<file path="src/rtl/htpa_pkg.sv">
// Shared types and helpers for the thermal-target slot allocator.
// Box packing is {xo, yo, xn, yn} with the origin corner in the MSBs.
package htpa_pkg;

    localparam int X_W   = 7;
    localparam int Y_W   = 6;
    localparam int BOX_W = 2 * X_W + 2 * Y_W;

    typedef struct packed {
        logic [X_W-1:0] xo;
        logic [Y_W-1:0] yo;
        logic [X_W-1:0] xn;
        logic [Y_W-1:0] yn;
    } box_t;

    typedef enum logic [1:0] {
        FSM_IDLE   = 2'd0,
        FSM_SCAN   = 2'd1,
        FSM_COMMIT = 2'd2
    } fsm_e;

    // Inclusive bounds on both axes: boxes sharing an edge pixel overlap.
    function automatic logic boxes_overlap(box_t a, box_t b);
        return (a.xo <= b.xn) && (a.xn >= b.xo) && (a.yo <= b.yn) && (a.yn >= b.yo);
    endfunction

endpackage

</file>
<file path="src/rtl/htpa_slot_reg.sv">
// One target slot: occupancy, box, fire flag and an age counter that frees
// the slot after MAX_AGE consecutive frames without a matching detection.
module htpa_slot_reg
    import htpa_pkg::*;
#(
    parameter int AGE_W   = 4,
    parameter int MAX_AGE = 8
) (
    input  logic clk,
    input  logic rst_n,
    input  logic load,
    input  box_t load_box,
    input  logic load_fire,
    input  logic age_step,
    output logic busy,
    output box_t box,
    output logic fire,
    output logic freed
);

    logic [AGE_W-1:0] age;

    assign freed = age_step && busy && (age == AGE_W'(MAX_AGE - 1));

    // NOTE: the box payload is reset along with the flags so a freed or
    // never-used slot always presents an all-zero box to the draw logic.
    always_ff @(posedge clk or negedge rst_n) begin
        if (!rst_n) begin
            busy <= 1'b0;
            box  <= '0;
            fire <= 1'b0;
            age  <= '0;
        end else if (load) begin
            busy <= 1'b1;
            box  <= load_box;
            fire <= load_fire;
            age  <= '0;
        end else if (freed) begin
            busy <= 1'b0;
            box  <= '0;
            fire <= 1'b0;
            age  <= '0;
        end else if (age_step && busy) begin
            age <= age + 1'b1;
        end
    end

endmodule

</file>
<file path="src/rtl/htpa_target_alloc.sv">
// Target slot allocator: accepts detection boxes, scans the slots one per
// cycle for an overlap or a free entry, then commits in a single cycle.
module htpa_target_alloc
    import htpa_pkg::*;
#(
    parameter int WIDTH   = 19,
    parameter int AGE_W   = 4,
    parameter int MAX_AGE = 8
) (
    input  logic                      clk,
    input  logic                      rst_n,
    input  logic                      frame_tick,
    input  logic                      det_valid,
    output logic                      det_ready,
    input  logic [BOX_W-1:0]          det_box,
    input  logic                      det_fire,
    output logic [WIDTH:0]            busy,
    output logic [WIDTH:0][BOX_W-1:0] slot_box,
    output logic [WIDTH:0]            slot_fire,
    output logic [4:0]                active_cnt,
    output logic                      det_drop
);

    localparam int NUM_SLOTS = WIDTH + 1;
    localparam int IDX_W     = (NUM_SLOTS > 1) ? $clog2(NUM_SLOTS) : 1;

    localparam logic [1:0] ST_IDLE   = FSM_IDLE;
    localparam logic [1:0] ST_SCAN   = FSM_SCAN;
    localparam logic [1:0] ST_COMMIT = FSM_COMMIT;

    logic [1:0]       state;
    logic [IDX_W-1:0] idx;
    logic [IDX_W-1:0] match_idx;
    logic [IDX_W-1:0] free_idx;
    logic             match_found;
    logic             free_found;
    logic             age_pend;
    box_t             det_q;
    logic             fire_q;

    box_t             in_box;
    box_t             cur_box;
    logic             malformed;
    logic             accept;
    logic             hit;
    logic             age_step;
    logic [WIDTH:0]   load;
    logic [WIDTH:0]   freed;
    logic [4:0]       busy_cnt;

    assign in_box    = box_t'(det_box);
    assign malformed = (in_box.xo > in_box.xn) || (in_box.yo > in_box.yn);
    assign det_ready = (state == ST_IDLE) && !age_pend;
    assign accept    = det_valid && det_ready;
    assign cur_box   = box_t'(slot_box[idx]);
    assign hit       = busy[idx] && boxes_overlap(det_q, cur_box);

    // Aging only happens in IDLE, so it can never collide with a COMMIT load.
    assign age_step  = (state == ST_IDLE) && (frame_tick || age_pend);

    // NOTE: defaults first so every path assigns every bit and no latch forms.
    always_comb begin
        load = '0;
        if (state == ST_COMMIT) begin
            if (match_found) begin
                load[match_idx] = 1'b1;
            end else if (free_found) begin
                load[free_idx] = 1'b1;
            end
        end
    end

    always_comb begin
        busy_cnt = '0;
        for (int i = 0; i < NUM_SLOTS; i++) begin
            busy_cnt = busy_cnt + 5'(busy[i]);
        end
    end

    // NOTE: all registered state uses non-blocking assignment so every
    // always_ff reads the pre-edge values regardless of evaluation order.
    always_ff @(posedge clk or negedge rst_n) begin
        if (!rst_n) begin
            state       <= ST_IDLE;
            idx         <= '0;
            match_idx   <= '0;
            free_idx    <= '0;
            match_found <= 1'b0;
            free_found  <= 1'b0;
            age_pend    <= 1'b0;
            det_q       <= '0;
            fire_q      <= 1'b0;
            det_drop    <= 1'b0;
            active_cnt  <= '0;
        end else begin
            det_drop   <= 1'b0;
            active_cnt <= busy_cnt;
            case (state)
                ST_IDLE: begin
                    age_pend <= 1'b0;
                    if (accept) begin
                        det_q  <= in_box;
                        fire_q <= det_fire;
                        if (malformed) begin
                            det_drop <= 1'b1;
                        end else begin
                            state       <= ST_SCAN;
                            idx         <= '0;
                            match_found <= 1'b0;
                            free_found  <= 1'b0;
                        end
                    end
                end
                ST_SCAN: begin
                    if (frame_tick) age_pend <= 1'b1;
                    if (hit && !match_found) begin
                        match_found <= 1'b1;
                        match_idx   <= idx;
                    end
                    if (!busy[idx] && !free_found) begin
                        free_found <= 1'b1;
                        free_idx   <= idx;
                    end
                    if (idx == IDX_W'(WIDTH)) begin
                        state <= ST_COMMIT;
                    end else begin
                        idx <= idx + 1'b1;
                    end
                end
                ST_COMMIT: begin
                    if (frame_tick) age_pend <= 1'b1;
                    if (!match_found && !free_found) det_drop <= 1'b1;
                    state <= ST_IDLE;
                end
                default: state <= ST_IDLE;
            endcase
        end
    end

    for (genvar i = 0; i < NUM_SLOTS; i++) begin : g_slot
        htpa_slot_reg #(
            .AGE_W  (AGE_W),
            .MAX_AGE(MAX_AGE)
        ) u_slot (
            .clk      (clk),
            .rst_n    (rst_n),
            .load     (load[i]),
            .load_box (det_q),
            .load_fire(fire_q),
            .age_step (age_step),
            .busy     (busy[i]),
            .box      (slot_box[i]),
            .fire     (slot_fire[i]),
            .freed    (freed[i])
        );
    end

endmodule

</file>
<file path="config.mk">
export PLATFORM = sky130hd
export DESIGN_NAME = htpa_target_alloc
export DESIGN_NICKNAME = d
export VERILOG_FILES = /design/src/rtl/htpa_pkg.sv /design/src/rtl/htpa_slot_reg.sv /design/src/rtl/htpa_target_alloc.sv
export SDC_FILE = /design/constraint.sdc
export NUM_CORES = 1
export LEC_CHECK = 0
export CAP_MARGIN = 30
export CORE_MARGIN = 8
export CORE_UTILIZATION = 45
export DETAILED_ROUTE_END_ITERATION = 16
export GPL_TIMING_DRIVEN = 0
export HOLD_SLACK_MARGIN = 0.05
export PLACE_DENSITY = 0.77
export SYNTH_ARGS = -nofsm -noshare
export SYNTH_HDL_FRONTEND = slang
export SYNTH_SLANG_ARGS = --single-unit
</file>
<file path="constraint.sdc">
create_clock -name clk -period 10.19 [get_ports clk]
set_input_delay 2.038 -clock clk [delete_from_list [all_inputs] [get_ports clk]]
set_output_delay 2.038 -clock clk [all_outputs]
set_load 0.05 [all_outputs]
</file>
Word level (Yosys, flattened, before mapping). Index checks and enable logic that the tools add are counted.

Multiplexer cells: 191. Order comparisons: 11. Add/sub/neg operators: 40. Equality and inequality tests: 30. Reductions and logical operators: 110.

Operators with widths (count): $mux 26 (41); $mux 4 (60); $bmux 26 s5 (1); $add 4x1->4 const B (20); $eq 4x3->1 const B (20); $add 5x1->5 (15); $mux 1 (71); $mux 20 (3); $reduce_bool 3->1 (20); $logic_and 1x1->1 (52); $reduce_bool 2->1 (22); $lt 5x6->1 const B (3); $mux 5 (3); $ne 2x2->1 const B (6); $reduce_and 4->1 (3); $demux 1 s5 (2); $ge 5x1->1 const B (2); $pmux 5 s2 (1); $pmux 1 s2 (4); $reduce_and 2->1 (4); $ge 7x7->1 (1); $gt 7x7->1 (1); $le 7x7->1 (1); $ge 6x6->1 (1); other kinds (19) (25).

Input port bits: 31. Flip-flop bits (word level): 693. Logic and storage cells: 536. Output and inout port bits: 567.

Logic depth before layout (Yosys ltp). Gate-level depths: netlist (run 1).

Word-level depth: 19. Depth in mapped cells: 14. Mapped depth without buffers: 13.

Cells and area by module. A second synthesis (run 1) with hierarchy kept.

Cells, all modules: 2330. Area, all modules: 32264.7 um^2.

By module, submodules not included: htpa_slot_reg (area each 1217.4 um^2, cells an instance 85, times used 20, seq. area each 800.8 um^2); htpa_target_alloc (area each 7916.3 um^2, cells an instance 630, times used 1, seq. area each 1326.3 um^2).

Worst setup path after synthesis (run 1). OpenSTA, ideal clock, no wires.

Path kind: reg2reg. Start: reg g_slot[11].u_slot.busy. End: reg active_cnt[4]. Required time: 10066 ps. Buffers on the path: 0. Slack: 6211 ps. Library setup time: 124 ps. Period minus slack after synthesis: 3979 ps. Arrival: 3856 ps. Stages on the path, launching flop included: 14. Cells stage by stage: dfrtp_1 > inv_1 > fa_1 > inv_1 > fa_1 > inv_1 > fa_1 > fa_1 > fa_1 > inv_1 > ha_1 > fa_1 > a21oi_1 > o21bai_1.

Word-level cells in the longest chain between the ends: 9.

RTL lines: start, declared (RTL line htpa_slot_reg.sv:15) `output logic busy,`; start signal, assigned (RTL line htpa_slot_reg.sv:29) `busy <= 1'b0;`; start signal, assigned (RTL line htpa_slot_reg.sv:34) `busy <= 1'b1;`; start signal, assigned (RTL line htpa_slot_reg.sv:39) `busy <= 1'b0;`; $add 5x1->5 (9 in a row) (RTL line htpa_target_alloc.sv:76) `busy_cnt = busy_cnt + 5'(busy[i]);`; via busy_cnt[4] (RTL line htpa_target_alloc.sv:49) `logic [4:0] busy_cnt;`; end signal, assigned (RTL line htpa_target_alloc.sv:97) `active_cnt <= busy_cnt;`; end, declared (RTL line htpa_target_alloc.sv:20) `output logic [4:0] active_cnt,`.

The timed path passes the listed nets, and every way through them passes these cells. A chain may end at the register's enable or synchronous reset.

Final worst setup path (run 1).
Start: reg idx[1]. End: reg match_idx[3].

Word-level cells in the longest chain between the ends: 9. Elaborated cells between the ends (all ways): 14. Those cells by class: order compare: 4; mux: 4; reduce/logical: 6.

RTL lines: start, declared (RTL line htpa_target_alloc.sv:32) `logic [IDX_W-1:0] idx;`; start signal, assigned (RTL line htpa_target_alloc.sv:127) `idx <= idx + 1'b1;`; $bmux 26 s5 (RTL line htpa_target_alloc.sv:55) `assign cur_box = box_t'(slot_box[idx]);`; $mux 26 (not written as such) (RTL line htpa_target_alloc.sv:55); $le 7x7->1 or $ge 7x7->1 (tied branches) (RTL line htpa_pkg.sv:24) `return (a.xo <= b.xn) && (a.xn >= b.xo) && (a.yo <= b.yn) && (a.yn >= b.yo);`; $logic_and 1x1->1 (3 in a row) (RTL line htpa_pkg.sv:24); $logic_and 1x1->1 * (RTL line htpa_target_alloc.sv:56) `assign hit = busy[idx] && boxes_overlap(det_q, cur_box);`; $logic_and 1x1->1 * (RTL line htpa_target_alloc.sv:116) `if (hit && !match_found) begin`; $reduce_and 2->1 (no line) *; end signal, assigned (RTL line htpa_target_alloc.sv:118) `match_idx <= idx;`; end, declared (RTL line htpa_target_alloc.sv:33) `logic [IDX_W-1:0] match_idx;`.

Every way passes the cells marked *; elsewhere a longest branch is shown, timed or not. The select of a mux whose other input is x is not followed.

==> run_results.csv, run 1 <==
group,metric,value,unit
synthesis,synth_nets,2526,
placement,placed_cells,3973,
layout,final_cell_mix,"dfrtp_1 (693), clkdlybuf4s50_1 (596), a22o_1 (530)",
sta,tns,0,ns
floorplan,core_area,71400,um^2
floorplan,initial_utilization,45.3,%
worst_setup_path,r2r_cells,13,
layout,layout.nets,3221,
worst_setup_path,path_max_fanout,10,
clocking,cts_resized,0,
synthesis,synth_cell_types,73,
clocking,cts_buffers,76,
clocking,clk_path_buf_depth,3,
route,firstDrtPassIters,8,
floorplan,die_h,284,um
grt,antenna_found_initial,10,
clocking,cts_max_level,3,
sta,rsz0062_at_grt,"no",
clocking,clk_pin_slew_worst_paths,0.06,ns
floorplan,std_cell_rows,98,
sta,max_freq,187,MHz
sta,clock_skew,0.0281,ns
sta,period_needed,5.36,ns
layout,final_core_util,59.4,%
clocking,clock-sinks,693,
clocking,postCtsSetupRepairBufs,0,
worst_setup_path,worstSetupPathType,"flop to flop",
sta,setup_viol,0,
synthesis,ys_seq_area_share,53.6,%
clocking,worstSkewPairLatency,0.64,ns
sta,maxSlewViolCount,0,
power_and_ir_drop,peakVddDrop,0.201,mV
synthesis,synth.avg_cell_area,13.4,um^2
grt,grt-ovfl-total,0,
synthesis,synth-edff-count,0,
sta,worstMarginPinSlew,1.14,ns
sta,finalHoldViolCount,0,
route,viasPerCell,6.87,
route,drt_wl_total,158,mm
sta,fin_crit_sh,52.6,%
min_path,min_path_type,"flop to flop",
worst_setup_path,cp.arrival,5.87,ns
worst_setup_path,worstSetupEndpointType,"flop",
grt,track_usage,38.0,%
worst_setup_path,start_kind,"flop",
synthesis,synth_top_cell_area_share,53.6,%
placement,gp_congestion,1.00,
power_and_ir_drop,p_total,9930,uW
route,drtIter0Drc,4168,
route,antenna_left,0,
route,wl_per_cell,38.5,um
synthesis,syn_area,32300,um^2
layout,stdcell_count,4115,
synthesis,synth_top_area_cell,"dfrtp_1",
synthesis,netlist_instances,2411,
synthesis,synth_seq_cells,693,
clocking,cts-root-buf,"clkbuf_16",
clocking,cts_tree,"yes",
layout,fillerInstances,5580,
synthesis,yosysWarningCount,0,
synthesis,ys.flop_type,"dfrtp_1",
grt,grt_pass1_wl,221,mm
layout,drive_gt1_share,14.6,%
placement,io_buffers,597,
grt,grt_pass1_vias,28269,
floorplan,dieWidth,284,um
route,num_vias,28256,
layout,mostFrequentLayoutCell,"dfrtp_1",
power_and_ir_drop,power_density,234,nW/um^2
grt,grt_max_degree,127,
synthesis,synth_area_leaders,"dfrtp_1 (54%), a22o_1 (14%), mux4_2 (11%), ha_1 (2.7%), clkbuf_1 (1.8%)",
layout,syn_to_final_growth,31.2,%
sta,hold_ws,0.503,ns
synthesis,synthArstFlopShare,100,%
floorplan,dieArea,80700,um^2
route,drc,0,
sta,relSlewSlack,23.9,%
status,status,"finished clean",
run,maxCapViolCount,0,
placement,dp_hpwl,121,mm
floorplan,io_pins,598,
power_and_ir_drop,power.leakage,0.0186,uW
worst_setup_path,cp.required,10.70,ns
min_path,holdPathStages,1,
worst_setup_path,rrSetupSlack,4.83,ns
clocking,hold_buffers,0,
cell type report:
cell class / instances / area, um^2 / area share, %
inverter: 62 / 233 / 0.549
buffer: 274 / 1340 / 3.16
antenna: 1 / 2.50 / 0.00590
timing repair buffer: 617 / 6340 / 14.9
tap: 950 / 1190 / 2.80
sequential: 693 / 17300 / 40.9
clock inverter: 27 / 353 / 0.832
multi-input combinational: 1382 / 13400 / 31.6
clock buffer: 109 / 2200 / 5.18
layer usage:
metal / vias up / global-route usage [%] / part of all wire (%)
met5: - / 0 / 0.031
met4: 8 / 18.6 / 6.0
met3: 493 / 15.9 / 14
met2: 2496 / 57.9 / 45
met1: 14645 / 46.5 / 35
li1: 10614 / - / -
stage by stage:
step                      setup slack (ns)  cell area (um^2)
after floorplan                       6.21             32300
after global placement              -23.30             39500
after detailed placement              4.68             39800
after CTS                             5.11             42300
after global routing                  4.89             42400
final                                 4.83             42400
registers in the layout (all words and copies together) (netlist names):
signal	flops
g_slot.u_slot.box	520
g_slot.u_slot.age	80
det_q	26
g_slot.u_slot.busy	20
g_slot.u_slot.fire	20
active_cnt	5
free_idx	5
idx	5
match_idx	5
state	2
age_pend	1
det_drop	1
fire_q	1
free_found	1
match_found	1
Yosys cell counts, types with 11 or more instances:
master / n
xnor2_1: 14
fa_1: 14
and4b_1: 12
nor3_1: 11
mux2_2: 29
nand2_1: 85
a21oi_1: 58
o21ai_0: 35
buf_4: 43
ha_1: 70
buf_2: 60
clkbuf_1: 154
xor2_1: 26
inv_1: 61
a21o_1: 11
dfrtp_1: 693
and2_1: 26
a22oi_1: 24
a22o_1: 530
nand3_1: 46
nand4_1: 13
nor2_1: 54
mux4_2: 159
final timing paths:
kind	start	end
setup / recovery	idx[1]	match_idx[3]
hold / removal	g_slot[7].u_slot.fire	g_slot[7].u_slot.fire
setup reg to reg	idx[1]	match_idx[3]
hold reg to reg	g_slot[7].u_slot.fire	g_slot[7].u_slot.fire
max in group asynchronous	rst_n	g_slot[16].u_slot.box[15]
min in group asynchronous	rst_n	g_slot[10].u_slot.box[12]
cell families after synthesis:
family	Yosys count	synth area share (%)
buffers and inverters	336	4.86
adders and majority gates	84	3.58
AOI/OAI and AO/OA	742	19.0
muxes	204	12.6
and+or+nand+nor	312	5.19
DFF	693	53.6
xor gates and xnor gates	40	1.08
where the power goes:
group	switching, uW	total (uW)	internal (uW)
Sequential	288	3300	3010
Clock	1200	2890	1680
Combinational	2540	3740	1210
critical path, stage by stage, from the launching register on:
cell and delay (ns):
dfrtp_1 0.37, buf_2 0.35, buf_2 0.41, clkbuf_1 0.71
buf_8 0.25, mux4_2 0.33, mux4_2 0.55, a22oi_1 0.48
ha_1 0.33, a2111oi_0 0.36, o21ai_0 0.20, and4_1 0.25
nand4_1 0.24, mux2_2 0.38
Note: power is estimated with default switching activity, not from simulation.
==> inputs of run 2 (changes only) <==
clock period = 5.05 ns   (was 10.19 ns; I/O delays follow)
==> run 2 against run 1 <==
Against the previous run:
- design area about the same
- sequential power increased by 100%
- sequential share of layout area about the same
- highest routed layer unchanged
- via count about the same
- maximum frequency increased by 6.8%
- register-to-register slack got worse by 4.8 ns
- wire length about the same
==> run_results.csv, run 2 (same netlist as run 1, synthesis figures left out) <==
group,metric,value,unit
status,status,"finished clean",
clocking,cts_max_level,3,
floorplan,std_cell_rows,98,
grt,grt_use_met2,57.9,%
layout,design_area,42400,um^2
sta,tns,0,ns
clocking,worstSkewPairLatency,0.65,ns
layout,fillerInstances,5579,
floorplan,dieWidth,284,um
grt,gr-max-usage-layer,"met2",
placement,dpl-instance-area,39800,um^2
sta,relSlewSlack,24.8,%
placement,post-place-ws,-0.0158,ns
sta,finalHoldViolCount,0,
clocking,cts-root-buf,"clkbuf_16",
worst_setup_path,cp.depth,13,
worst_setup_path,path_max_fanout,10,
power_and_ir_drop,p_total,20000,uW
sta,setup_viol,0,
min_path,min_path_type,"input port to asynchronous set/reset pin",
worst_setup_path,reg2reg_to,"match_idx[3]",
grt,grt_pass1_vias,28307,
power_and_ir_drop,peakVddDrop,0.401,mV
route,num_vias,28265,
layout,final_core_util,59.4,%
layout,final_cell_mix,"dfrtp_1 (693), clkdlybuf4s50_1 (596), a22o_1 (530)",
sta,layout_setup_ws,0.0329,ns
route,drtIter0Drc,4040,
grt,grt_max_degree,127,
worst_setup_path,cp.arrival,5.52,ns
worst_setup_path,cp.required,5.56,ns
layout,top_regs,"g_slot.u_slot.box: 520 flops, g_slot.u_slot.age: 80 flops, det_q: 26 flops",
run,maxCapViolCount,0,
placement,dp_hpwl,121,mm
layout,largest_reg_flops,520,
clocking,clock-sinks,693,
clocking,postCtsSetupRepairBufs,0,
layout,drive_gt1_share,14.7,%
placement,io_buffers,597,
power_and_ir_drop,power.leakage,0.0186,uW
route,drt_wl_total,158,mm
worst_setup_path,crit_buf_inv,4,
sta,clock_skew,0.0358,ns
floorplan,initial_utilization,45.3,%
floorplan,dieArea,80700,um^2
worst_setup_path,start_kind,"flop",
worst_setup_path,worstSetupPathType,"flop to flop",
worst_setup_path,crit_end,"match_idx[3]",
worst_setup_path,max_stage_delay,0.54,ns
worst_setup_path,worstSetupEndpointType,"flop",
floorplan,die_h,284,um
worst_setup_path,rrSetupSlack,0.03,ns
worst_setup_path,crit_chain,"buf_2, buf_2, clkbuf_2, buf_8, mux4_2, mux4_2, a22oi_1, ha_1, a2111oi_0, o21ai_0, and4_1, nand4_1, mux2_2",
clocking,clk_path_buf_depth,3,
grt,antenna_found_initial,10,
clocking,cts_tree,"yes",
clocking,clk_pin_slew_worst_paths,0.06,ns
worst_setup_path,rr_startpoint,"idx[1]",
power_and_ir_drop,power_density,472,nW/um^2
layout,syn_to_final_growth,31.2,%
sta,worstMarginPinSlew,1.12,ns
layout,layout.nets,3221,
grt,track_usage,37.9,%
floorplan,io_pins,598,
route,wl_per_cell,38.5,um
floorplan,core_area,71400,um^2
route,drc,0,
grt,grtUsageMet3,16.0,%
sta,fin_crit_sh,99.3,%
route,firstDrtPassIters,5,
sta,max_freq,199,MHz
layout,top_register,"g_slot.u_slot.box",
clocking,cts_buffers,76,
route,viasPerCell,6.87,
worst_setup_path,r2r_cells,13,
layout,mostFrequentLayoutCell,"dfrtp_1",
sta,rsz0062_at_grt,"no",
worst_setup_path,slowest_stage,"mux4_2",
grt,grt-ovfl-total,0,
worst_setup_path,critPathTopFamily,"buffers and inverters",
grt,use_met1,46.3,%
sta,period_needed,5.02,ns
worst_setup_path,setup.worst_path.start,"idx[1]",
grt,grt_pass1_wl,221,mm
route,antenna_left,0,
placement,gp_congestion,1.00,
sta,maxSlewViolCount,0,
[run 2: per-stage QoR]
step                      std cells  hold slack (ns)
final                          4117            0.395
after floorplan                2411            0.467
after global routing           4114            0.450
after detailed placement       3973            0.484
after CTS                      4109            0.435
after global placement         3958            0.485
[run 2: report_power, final]
group | internal (uW) | leakage (uW) | switching, uW | total (uW)
registers | 6070 | 0.00941 | 587 | 6660
clock network | 3400 | 0.00125 | 2430 | 5830
logic | 2430 | 0.00793 | 5110 | 7540
total | 11900 | 0.0186 | 8130 | 20000
[run 2: area by class of cell]
cell class,count,area [um^2],share of cell area (%)
well taps,950,1190,2.80
inverters,62,233,0.549
repair buffers,617,6340,14.9
clock buffers,109,2200,5.18
plain buffers,274,1350,3.18
diodes,3,7.51,0.0177
multi-input cells,1382,13400,31.6
clock inverters,27,353,0.832
flip-flops and latches,693,17300,40.9
[run 2: what timing repair did]
item | 4_1_cts | 5_1_grt
setup endpoints to repair | 5 | 5
hold buffers | 0 | 0
resized for setup | 2 | 5
[run 2: worst min path at each step]
stage	startpoint	endpoint	slack, ns	depth (start not counted)
2_1_floorplan	g_slot[4].u_slot.fire	g_slot[4].u_slot.fire	0.47	1
3_3_place_gp	g_slot[16].u_slot.fire	g_slot[16].u_slot.fire	0.48	1
3_5_place_dp	g_slot[6].u_slot.fire	g_slot[6].u_slot.fire	0.48	1
5_1_grt	rst_n	g_slot[9].u_slot.fire	0.45	2
6_report	rst_n	g_slot[9].u_slot.fire	0.39	2
4_1_cts	rst_n	g_slot[9].u_slot.fire	0.44	2
[run 2: layer usage]
metal	wire length (um)	part of all wire, %
met2	70800	45
met4	9080	5.7
met3	23400	15
met1	55100	35
met5	53	0.033
==> inputs of run 3 (changes only) <==
CAP_MARGIN = default   (was 30)
RECOVER_POWER = 50   (was default)
==> run 3 against run 2 <==
Against the previous run:
- the run now ends with max-capacitance violations, max-slew violations left
- clock power fell by 4.5%
- non-clock buffer count down 14
- highest routed layer unchanged
- clock skew fell by 0.0098 ns
- total power down 2.2%
==> run_results.csv, run 3 (same netlist as run 1, synthesis figures left out) <==
group,metric,value,unit
sta,finalHoldViolCount,0,
worst_setup_path,path_max_fanout,10,
clocking,cts_max_level,3,
floorplan,die_h,284,um
worst_setup_path,rr_startpoint,"idx[1]",
clocking,cts-root-buf,"clkbuf_16",
route,num_vias,28194,
floorplan,dieWidth,284,um
grt,grt_max_degree,127,
floorplan,core_area,71400,um^2
grt,grt_pass1_wl,220,mm
layout,mostFrequentLayoutCell,"dfrtp_1",
floorplan,dieArea,80700,um^2
layout,syn_to_final_growth,29.5,%
layout,drive_gt1_share,13.4,%
clocking,clock-sinks,693,
worst_setup_path,start_kind,"flop",
status,failed_checks,"max-capacitance violations, max-slew violations",
sta,relSlewSlack,-106,%
clocking,cts_buffers,74,
sta,max_freq,198,MHz
min_path,holdPathStages,1,
clocking,clk_path_buf_depth,3,
route,wl_per_cell,38.5,um
placement,post-place-ws,-0.351,ns
clocking,clk_pin_slew_worst_paths,0.06,ns
sta,rsz0062_at_grt,"no",
route,viasPerCell,6.88,
route,antenna_left,0,
route,drtIter0Drc,4100,
min_path,hp-start,"g_slot[3].u_slot.fire",
grt,antenna_found_initial,9,
sta,tns,0,ns
run,maxCapViolCount,3,
layout,fillerInstances,5660,
layout,regArea,17300,um^2
sta,maxSlewViolCount,136,
worst_setup_path,r2r_cells,13,
placement,io_buffers,597,
layout,top_register,"g_slot.u_slot.box",
floorplan,initial_utilization,45.3,%
power_and_ir_drop,power_density,468,nW/um^2
worst_setup_path,worstSetupPathType,"flop to flop",
sta,worstMarginPinSlew,3.09,ns
floorplan,std_cell_rows,98,
grt,grt_pass1_vias,27936,
layout,final_cell_mix,"dfrtp_1 (693), a22o_1 (530), clkdlybuf4s50_1 (411)",
placement,gp_congestion,1.00,
power_and_ir_drop,peakVddDrop,0.404,mV
worst_setup_path,rrSetupSlack,0.002,ns
clocking,worstSkewPairLatency,0.64,ns
route,drt_wl_total,158,mm
sta,clock_skew,0.0259,ns
layout,layout.nets,3205,
layout,multiInputGateArea,13300,um^2
grt,grt-ovfl-total,0,
placement,dp_hpwl,120,mm
min_path,min_path_type,"flop to flop",
worst_setup_path,worstSetupEndpointType,"flop",
worst_setup_path,cp.arrival,5.56,ns
status,status,"finished with violations",
clocking,postCtsSetupRepairBufs,0,
floorplan,io_pins,598,
layout,largest_reg_flops,520,
worst_setup_path,cp.required,5.56,ns
sta,layout_setup_ws,0.00234,ns
clocking,cts_tree,"yes",
worst_setup_path,reg2reg_to,"match_idx[4]",
sta,setup_viol,0,
grt,track_usage,37.9,%
power_and_ir_drop,power.leakage,0.0190,uW
route,drc,0,
sta,fin_crit_sh,100,%
sta,hold_ws,0.507,ns
sta,period_needed,5.05,ns
route,firstDrtPassIters,8,
min_path,min_to,"g_slot[3].u_slot.fire",
layout,top_regs,"g_slot.u_slot.box: 520 flops, g_slot.u_slot.age: 80 flops, det_q: 26 flops",
==> run 3: changes by cell type in the layout (fill, tap and decap cells not counted), sizes merged <==
cell / change
buf: -29
clkdlybuf4s50: -185
clkinv: +2
clkbuf: +12
diode: -2
clkdlybuf4s25: +1
dlygate4sd3: +185
clkinvlp: -2
bufinv: -3
==> run 3: worst max-delay path, cell delays in order (launching register included) <==
cell       delay, ns
dfrtp_1         0.37
buf_2           0.35
buf_2           0.42
buf_4           0.39
buf_2           0.44
clkbuf_4        0.40
mux4_2          0.35
a22oi_1         0.42
ha_1            0.34
a2111oi_0       0.34
o21ai_0         0.20
and4_1          0.25
nand4_1         0.25
mux2_2          0.38
==> run 3: through the flow <==
| step | cell area [um^2] | cells | util (%) | total power [uW] |
|---|---|---|---|---|
| 2_1_floorplan | 32300 | 2411 | - | 10900 |
| 3_3_place_gp | 39500 | 3958 | 55.3 | 13700 |
| 3_5_place_dp | 39700 | 3964 | 55.6 | 13900 |
| 4_1_cts | 42100 | 4095 | 58.9 | 19400 |
| 5_1_grt | 41900 | 4095 | 58.7 | 20200 |
| 6_report | 41900 | 4096 | 58.7 | 19600 |
==> run 3: worst max path at each step <==
stage,depth (start not counted),slack [ns],startpoint,to
floorplan,13,1.07,g_slot[11].u_slot.busy,active_cnt[4]
global placement,1,-27.41,rst_n,g_slot[16].u_slot.box[15]
detailed placement,12,-0.35,idx[1],match_idx[4]
CTS,13,0.003,idx[1],match_idx[4]
global route,12,0.0004,idx[1],match_idx[3]
finish,13,0.002,idx[1],match_idx[4]
==> run 3: repair_timing <==
item | 4_1_cts | 5_1_grt
gates cloned | 0 | 0
endpoints found under the setup margin | 6 | 5
resized for setup | 2 | 9
hold buffers | 0 | 0
==> run 3: report_power, final <==
part / leakage [uW] / internal, uW / switching [uW] / total, uW
logic: 0.00838 / 2300 / 5060 / 7370
registers: 0.00941 / 6070 / 583 / 6660
clock network: 0.00119 / 3150 / 2420 / 5570
==> run 3: layout make-up <==
class,instances,area share [%]
Sequential cell,693,41.4
Multi-Input combinational cell,1382,31.7
Timing Repair Buffer,603,14.5
Clock buffer,107,5.08
Buffer,274,3.18
Tap cell,950,2.84
Clock inverter,24,0.651
Inverter,62,0.556
Antenna cell,1,0.00598
==> run 3: routing by layer <==
layer  global-route usage [%]  up-vias  share of wire, %
li1                         -    10576                 -
met1                     47.0    14571                35
met2                     57.4     2530                44
met3                     15.2      511                14
met4                     18.3        6               5.9
met5                        0        -             0.024
==> RTL change 1 (settings of run 2) <==
`AGE_W` is set to 4 in 2 places; all go to 3.
--- a/src/rtl/htpa_slot_reg.sv
+++ b/src/rtl/htpa_slot_reg.sv
@@ -5,3 +5,3 @@
 #(
-    parameter int AGE_W   = 4,
+    parameter int AGE_W   = 3,
     parameter int MAX_AGE = 8
--- a/src/rtl/htpa_target_alloc.sv
+++ b/src/rtl/htpa_target_alloc.sv
@@ -6,3 +6,3 @@
     parameter int WIDTH   = 19,
-    parameter int AGE_W   = 4,
+    parameter int AGE_W   = 3,
     parameter int MAX_AGE = 8
Function: same outputs for any inputs over 4 cycles, from zero or initial values and one cycle with rst_n low; that may be too few to reach the edited logic, so the function may still have changed.
==> RTL change 1 against run 2 <==
  * Worst setup slack improved by 0.024 ns
  * Routed wire length fell by 4.8%
  * Worst hold slack improved by 0.066 ns
  * Area after synthesis is 4.3% lower
  * Sequential cell count decreased by 20
  * Design area is 3.8% lower
  * Power down 6.1%
  * Largest cell class unchanged
  * Highest routed layer unchanged
==> RTL change 1: results (changes against run 2) <==
holdWs_ns: 0.461  # was 0.395 ns
synth-seq-area-share_pct: 54.4  # was 53.6%
fin_nets: 3089  # was 3221
outcome: "complete, no violations"  # unchanged
numCtsBuffers: 73  # was 76
grt_max_degree: 129  # was 127
placed_cell_area_um2: 38300  # was 39800 um^2
relSlewSlack_pct: 26.4  # was 24.8%
switchingPower_mw: 7.56  # was 8.13 mW
preCtsSetupSlack_ns: -0.0834  # was -0.0158 ns
clkLatencyLatePin_ns: 0.63  # was 0.65 ns
top_regs: "g_slot.u_slot.box (520), g_slot.u_slot.age (60), det_q (26)"  # was g_slot.u_slot.box (520), g_slot.u_slot.age (80), det_q (26)
drtAntennaViolNets: 0  # unchanged
skew_ns: 0.0211  # was 0.0358 ns
netlist_top_cells_count: "dfrtp_1 (673), a22o_1 (544), clkbuf_1 (173)"  # was dfrtp_1 (693), a22o_1 (530), mux4_2 (159)
drtPass1Iterations: 6  # was 5
netlist_top_cells_area: "dfrtp_1 (54%), a22o_1 (15%), mux4_2 (12%), ha_1 (3.6%), clkbuf_1 (2.1%)"  # was dfrtp_1 (54%), a22o_1 (14%), mux4_2 (11%), ha_1 (2.7%), clkbuf_1 (1.8%)
antenna_found_initial: 3  # was 10
period_share_pct: 98.9  # was 99.3%
cts_root_buffer: "clkbuf_16"  # unchanged
r2r_setup_slack_ns: 0.06  # was 0.03 ns
synth.distinct_cells: 54  # was 73
worst_path_dominant_cell_family: "multiplexers"  # was buffers and inverters
powerClk_mw: 5.54  # was 5.83 mW
arrival_ns: 5.50  # was 5.52 ns
async_flop_share_pct: 100  # unchanged
fin_cells: 3889  # was 4117
layout-drive-gt1-share_pct: 13.9  # was 14.7%
pwr-share-comb_pct: 35.9  # was 37.6%
syn_inst: 2260  # was 2411
drtIter0Drc: 3374  # was 4040
track_usage_pct: 38.0  # was 37.9%
place_congestion: 0.989  # was 1.00
p_int_mw: 11.2  # was 11.9 mW
synth_fp_nets: 2395  # was 2526
cp_slowest_cell: "clkbuf_1"  # was mux4_2
power_leakage_nw: 18.1  # was 18.6 nW
ir_worst_vdd_mv: 0.314  # was 0.401 mV
place_hpwl_um: 116000  # was 121000 um
vias: 26900  # was 28300
max_stage_delay_ns: 0.81  # was 0.54 ns
dp.cells: 3758  # was 3973
drt-wirelength-per-cell_um: 38.8  # was 38.5 um
grt_pass1_wl_um: 212000  # was 221000 um
==> RTL change 1: layout make-up <==
class	count	area, um^2
Antenna cell	1	2.50
Buffer	250	1180
Timing Repair Buffer	619	6340
Clock inverter	20	283
Clock buffer	107	2150
Multi-Input combinational cell	1284	12700
Inverter	53	199
Sequential cell	673	16800
Fill cell	5295	27500
Tap cell	882	1100
==> RTL change 1: final timing paths <==
check                                           start                  endpoint  cells after the start
max in group asynchronous                       rst_n  g_slot[19].u_slot.box[9]                      3
worst min register to register  g_slot[0].u_slot.fire     g_slot[0].u_slot.fire                      1
worst max register to register                 idx[1]              match_idx[4]                     12
min in group clk                g_slot[0].u_slot.fire     g_slot[0].u_slot.fire                      1
worst min-delay path                            rst_n     g_slot[7].u_slot.busy                      1
worst max-delay path                           idx[1]              match_idx[4]                     12
==> RTL change 1: cell families (layout without fill, tap and decap cells) <==
| family | after synthesis | after routing | share of synthesized area (%) |
|---|---|---|---|
| buffers and inverters | 303 | 1049 | 4.46 |
| XOR/XNOR | 10 | 10 | 0.283 |
| other | 0 | 1 | 0 |
| AND/OR/NAND/NOR | 235 | 235 | 3.81 |
| AO/OA/AOI/OAI | 746 | 746 | 19.8 |
| multiplexers | 189 | 189 | 12.6 |
| adder cells (fa/ha/maj) | 104 | 104 | 4.55 |
| flip-flops | 673 | 673 | 54.4 |
==> RTL change 1: per-layer routing <==
metal	GRT usage [%]	wire, um	up-vias	share of wire, %
li1	-	-	10100	-
met1	48.2	54400	14000	36
met2	58.9	68000	2318	45
met3	13.7	20600	418	14
met4	16.1	7900	2	5.2
met5	0	12	-	0.0080
==> RTL change 1: timing repair <==
item / in CTS / in global routing
endpoints found under the setup margin: 6 / 6
resized for setup: 2 / 2
pin swaps: 0 / 0
setup buffers: 0 / 0
==> RTL change 2 (config.mk and constraints of run 2) <==
Made on the original files. Compare `idx` against `IDX_W'(WIDTH)` with >= in place of ==.
--- a/src/rtl/htpa_target_alloc.sv
+++ b/src/rtl/htpa_target_alloc.sv
@@ -123,3 +123,3 @@
                     end
-                    if (idx == IDX_W'(WIDTH)) begin
+                    if (idx >= IDX_W'(WIDTH)) begin
                         state <= ST_COMMIT;
Check against the original RTL: no difference found for any inputs over 4 cycles, from zero or initial values and one cycle with rst_n low; that may be too few to reach the edited logic, so the function may still have changed.
==> RTL change 2 against run 2 <==
  * Maximum frequency is 1.5% higher
  * Worst setup slack better by 0.076 ns
  * Via count is 1.2% lower
  * Critical path depth is 2 higher
  * Largest power group unchanged
  * First-iteration DRC count is 1.9% lower
  * Design area is 0.68% lower
  * Area after synthesis is 0.51% lower
  * Sequential cell count stayed put
  * Count of clock-buffer cells in the layout is 2 lower
  * Die area is 0.48% lower
  * Routed wire length is 5.3% lower
  * Power is 41% higher
==> RTL change 2: results (changes against run 2) <==
outcome: "complete, no violations"  # unchanged
track_usage_pct: 36.1  # was 37.9%
grt_pass1_wl_um: 210000  # was 221000 um
grt_max_degree: 125  # was 127
synth-xor-area-share_pct: 1.09  # was 1.08%
layout-drive-gt1-share_pct: 14.3  # was 14.7%
netlist_top_cells_area: "dfrtp_1 (54%), a22o_1 (13%), mux4_2 (11%), ha_1 (2.7%), nand2_1 (1.7%)"  # was dfrtp_1 (54%), a22o_1 (14%), mux4_2 (11%), ha_1 (2.7%), clkbuf_1 (1.8%)
skew_ns: 0.0343  # was 0.0358 ns
avgSynthCellArea_um2: 13.0  # was 13.4 um^2
arrival_ns: 5.45  # was 5.52 ns
synth_fp_nets: 2591  # was 2526
fin_nets: 3277  # was 3221
place_hpwl_um: 115000  # was 121000 um
n_fill_cell: 5667  # was 5579
cp_slowest_cell: "or4_1"  # was mux4_2
antenna_found_initial: 15  # was 10
numCtsBuffers: 75  # was 76
drtPass1Iterations: 9  # was 5
fin_cells: 4178  # was 4117
power_leakage_nw: 18.5  # was 18.6 nW
dp.cells: 4033  # was 3973
place_congestion: 1.01  # was 1.00
cts_resized: 4  # was 2
synth_mux_area_share_pct: 12.5  # was 12.6%
synth-adder-area-share_pct: 3.59  # was 3.58%
[RTL change 2: cell types whose count changed in the layout (fill, tap and decap cells not counted), moves of 9 or more]
cell      change
buf_1         +9
a22o_1       -40
a21oi_1       +9
nand3_1      +26
clkbuf_1     -22
nand2_1      +61
and2_1       +11
o21ai_0      +59
o22ai_1      +12
[RTL change 2: layer usage]
| layer | wire, um | vias to the layer above | global-route usage (%) |
|---|---|---|---|
| met5 | 62 | - | 0 |
| met4 | 8010 | 10 | 15.8 |
| met3 | 21600 | 429 | 13.3 |
| met2 | 66800 | 2428 | 54.8 |
| met1 | 53700 | 14300 | 46.3 |
| li1 | - | 10700 | - |
[RTL change 2: logic make-up (layout without fill, tap and decap cells)]
group / Yosys count / count (layout)
compound gates: 744 / 744
mux: 197 / 197
buf+inv: 337 / 1082
flops: 693 / 693
simple gates: 381 / 381
fa+ha+maj: 84 / 84
other cells: 0 / 7
xor+xnor: 40 / 40
[RTL change 2: path summary, 6_finish.rpt]
check	depth (start not counted)	endpoint	slack, ns	start
worst max register to register	15	match_idx[0]	0.11	idx[1]
worst min-delay path	1	g_slot[4].u_slot.box[0]	0.33	rst_n
min in group clk	1	g_slot[16].u_slot.fire	0.50	g_slot[16].u_slot.fire
max in group asynchronous	4	g_slot[16].u_slot.box[9]	2.84	rst_n
worst max-delay path	15	match_idx[0]	0.11	idx[1]
worst min register to register	1	g_slot[16].u_slot.fire	0.50	g_slot[16].u_slot.fire
[RTL change 2: final cells by class]
cell class,instances,share of cell area [%]
buffer,274,3.23
sequential,693,41.2
inverter,63,0.561
multi-input combinational,1446,31.4
antenna,7,0.0416
clock buffer,107,5.10
tap,950,2.82
timing repair buffer,609,14.8
clock inverter,29,0.888
[RTL change 2: power groups by stage]
stage / Combinational, mW / Sequential (mW) / Clock [mW]
global route: 14.8 / 8.50 / 5.93
finish: 14.0 / 8.40 / 5.73
floorplan: 6.53 / 10.1 / 0
global placement: 13.4 / 8.39 / 0
CTS: 13.8 / 8.33 / 5.71
detailed placement: 13.7 / 8.42 / 0
[RTL change 2: critical path, delay by kind of cell (launching register included)]
kind	cells	cell delay (ns)
buf+inv	6	1.89
flops	1	0.46
mux	2	0.67
compound gates	5	0.87
simple gates	1	0.55
fa+ha+maj	1	0.33
[RTL change 2: per-stage QoR]
| stage | area [um^2] | TNS [ns] | utilization (%) |
|---|---|---|---|
| after CTS | 42100 | 0 | 59.2 |
| after global routing | 42100 | 0 | 59.2 |
| after global placement | 39300 | - | 55.3 |
| final | 42100 | 0 | 59.2 |
| after detailed placement | 39500 | -1.66 | 55.6 |
| after floorplan | 32200 | 0 | - |
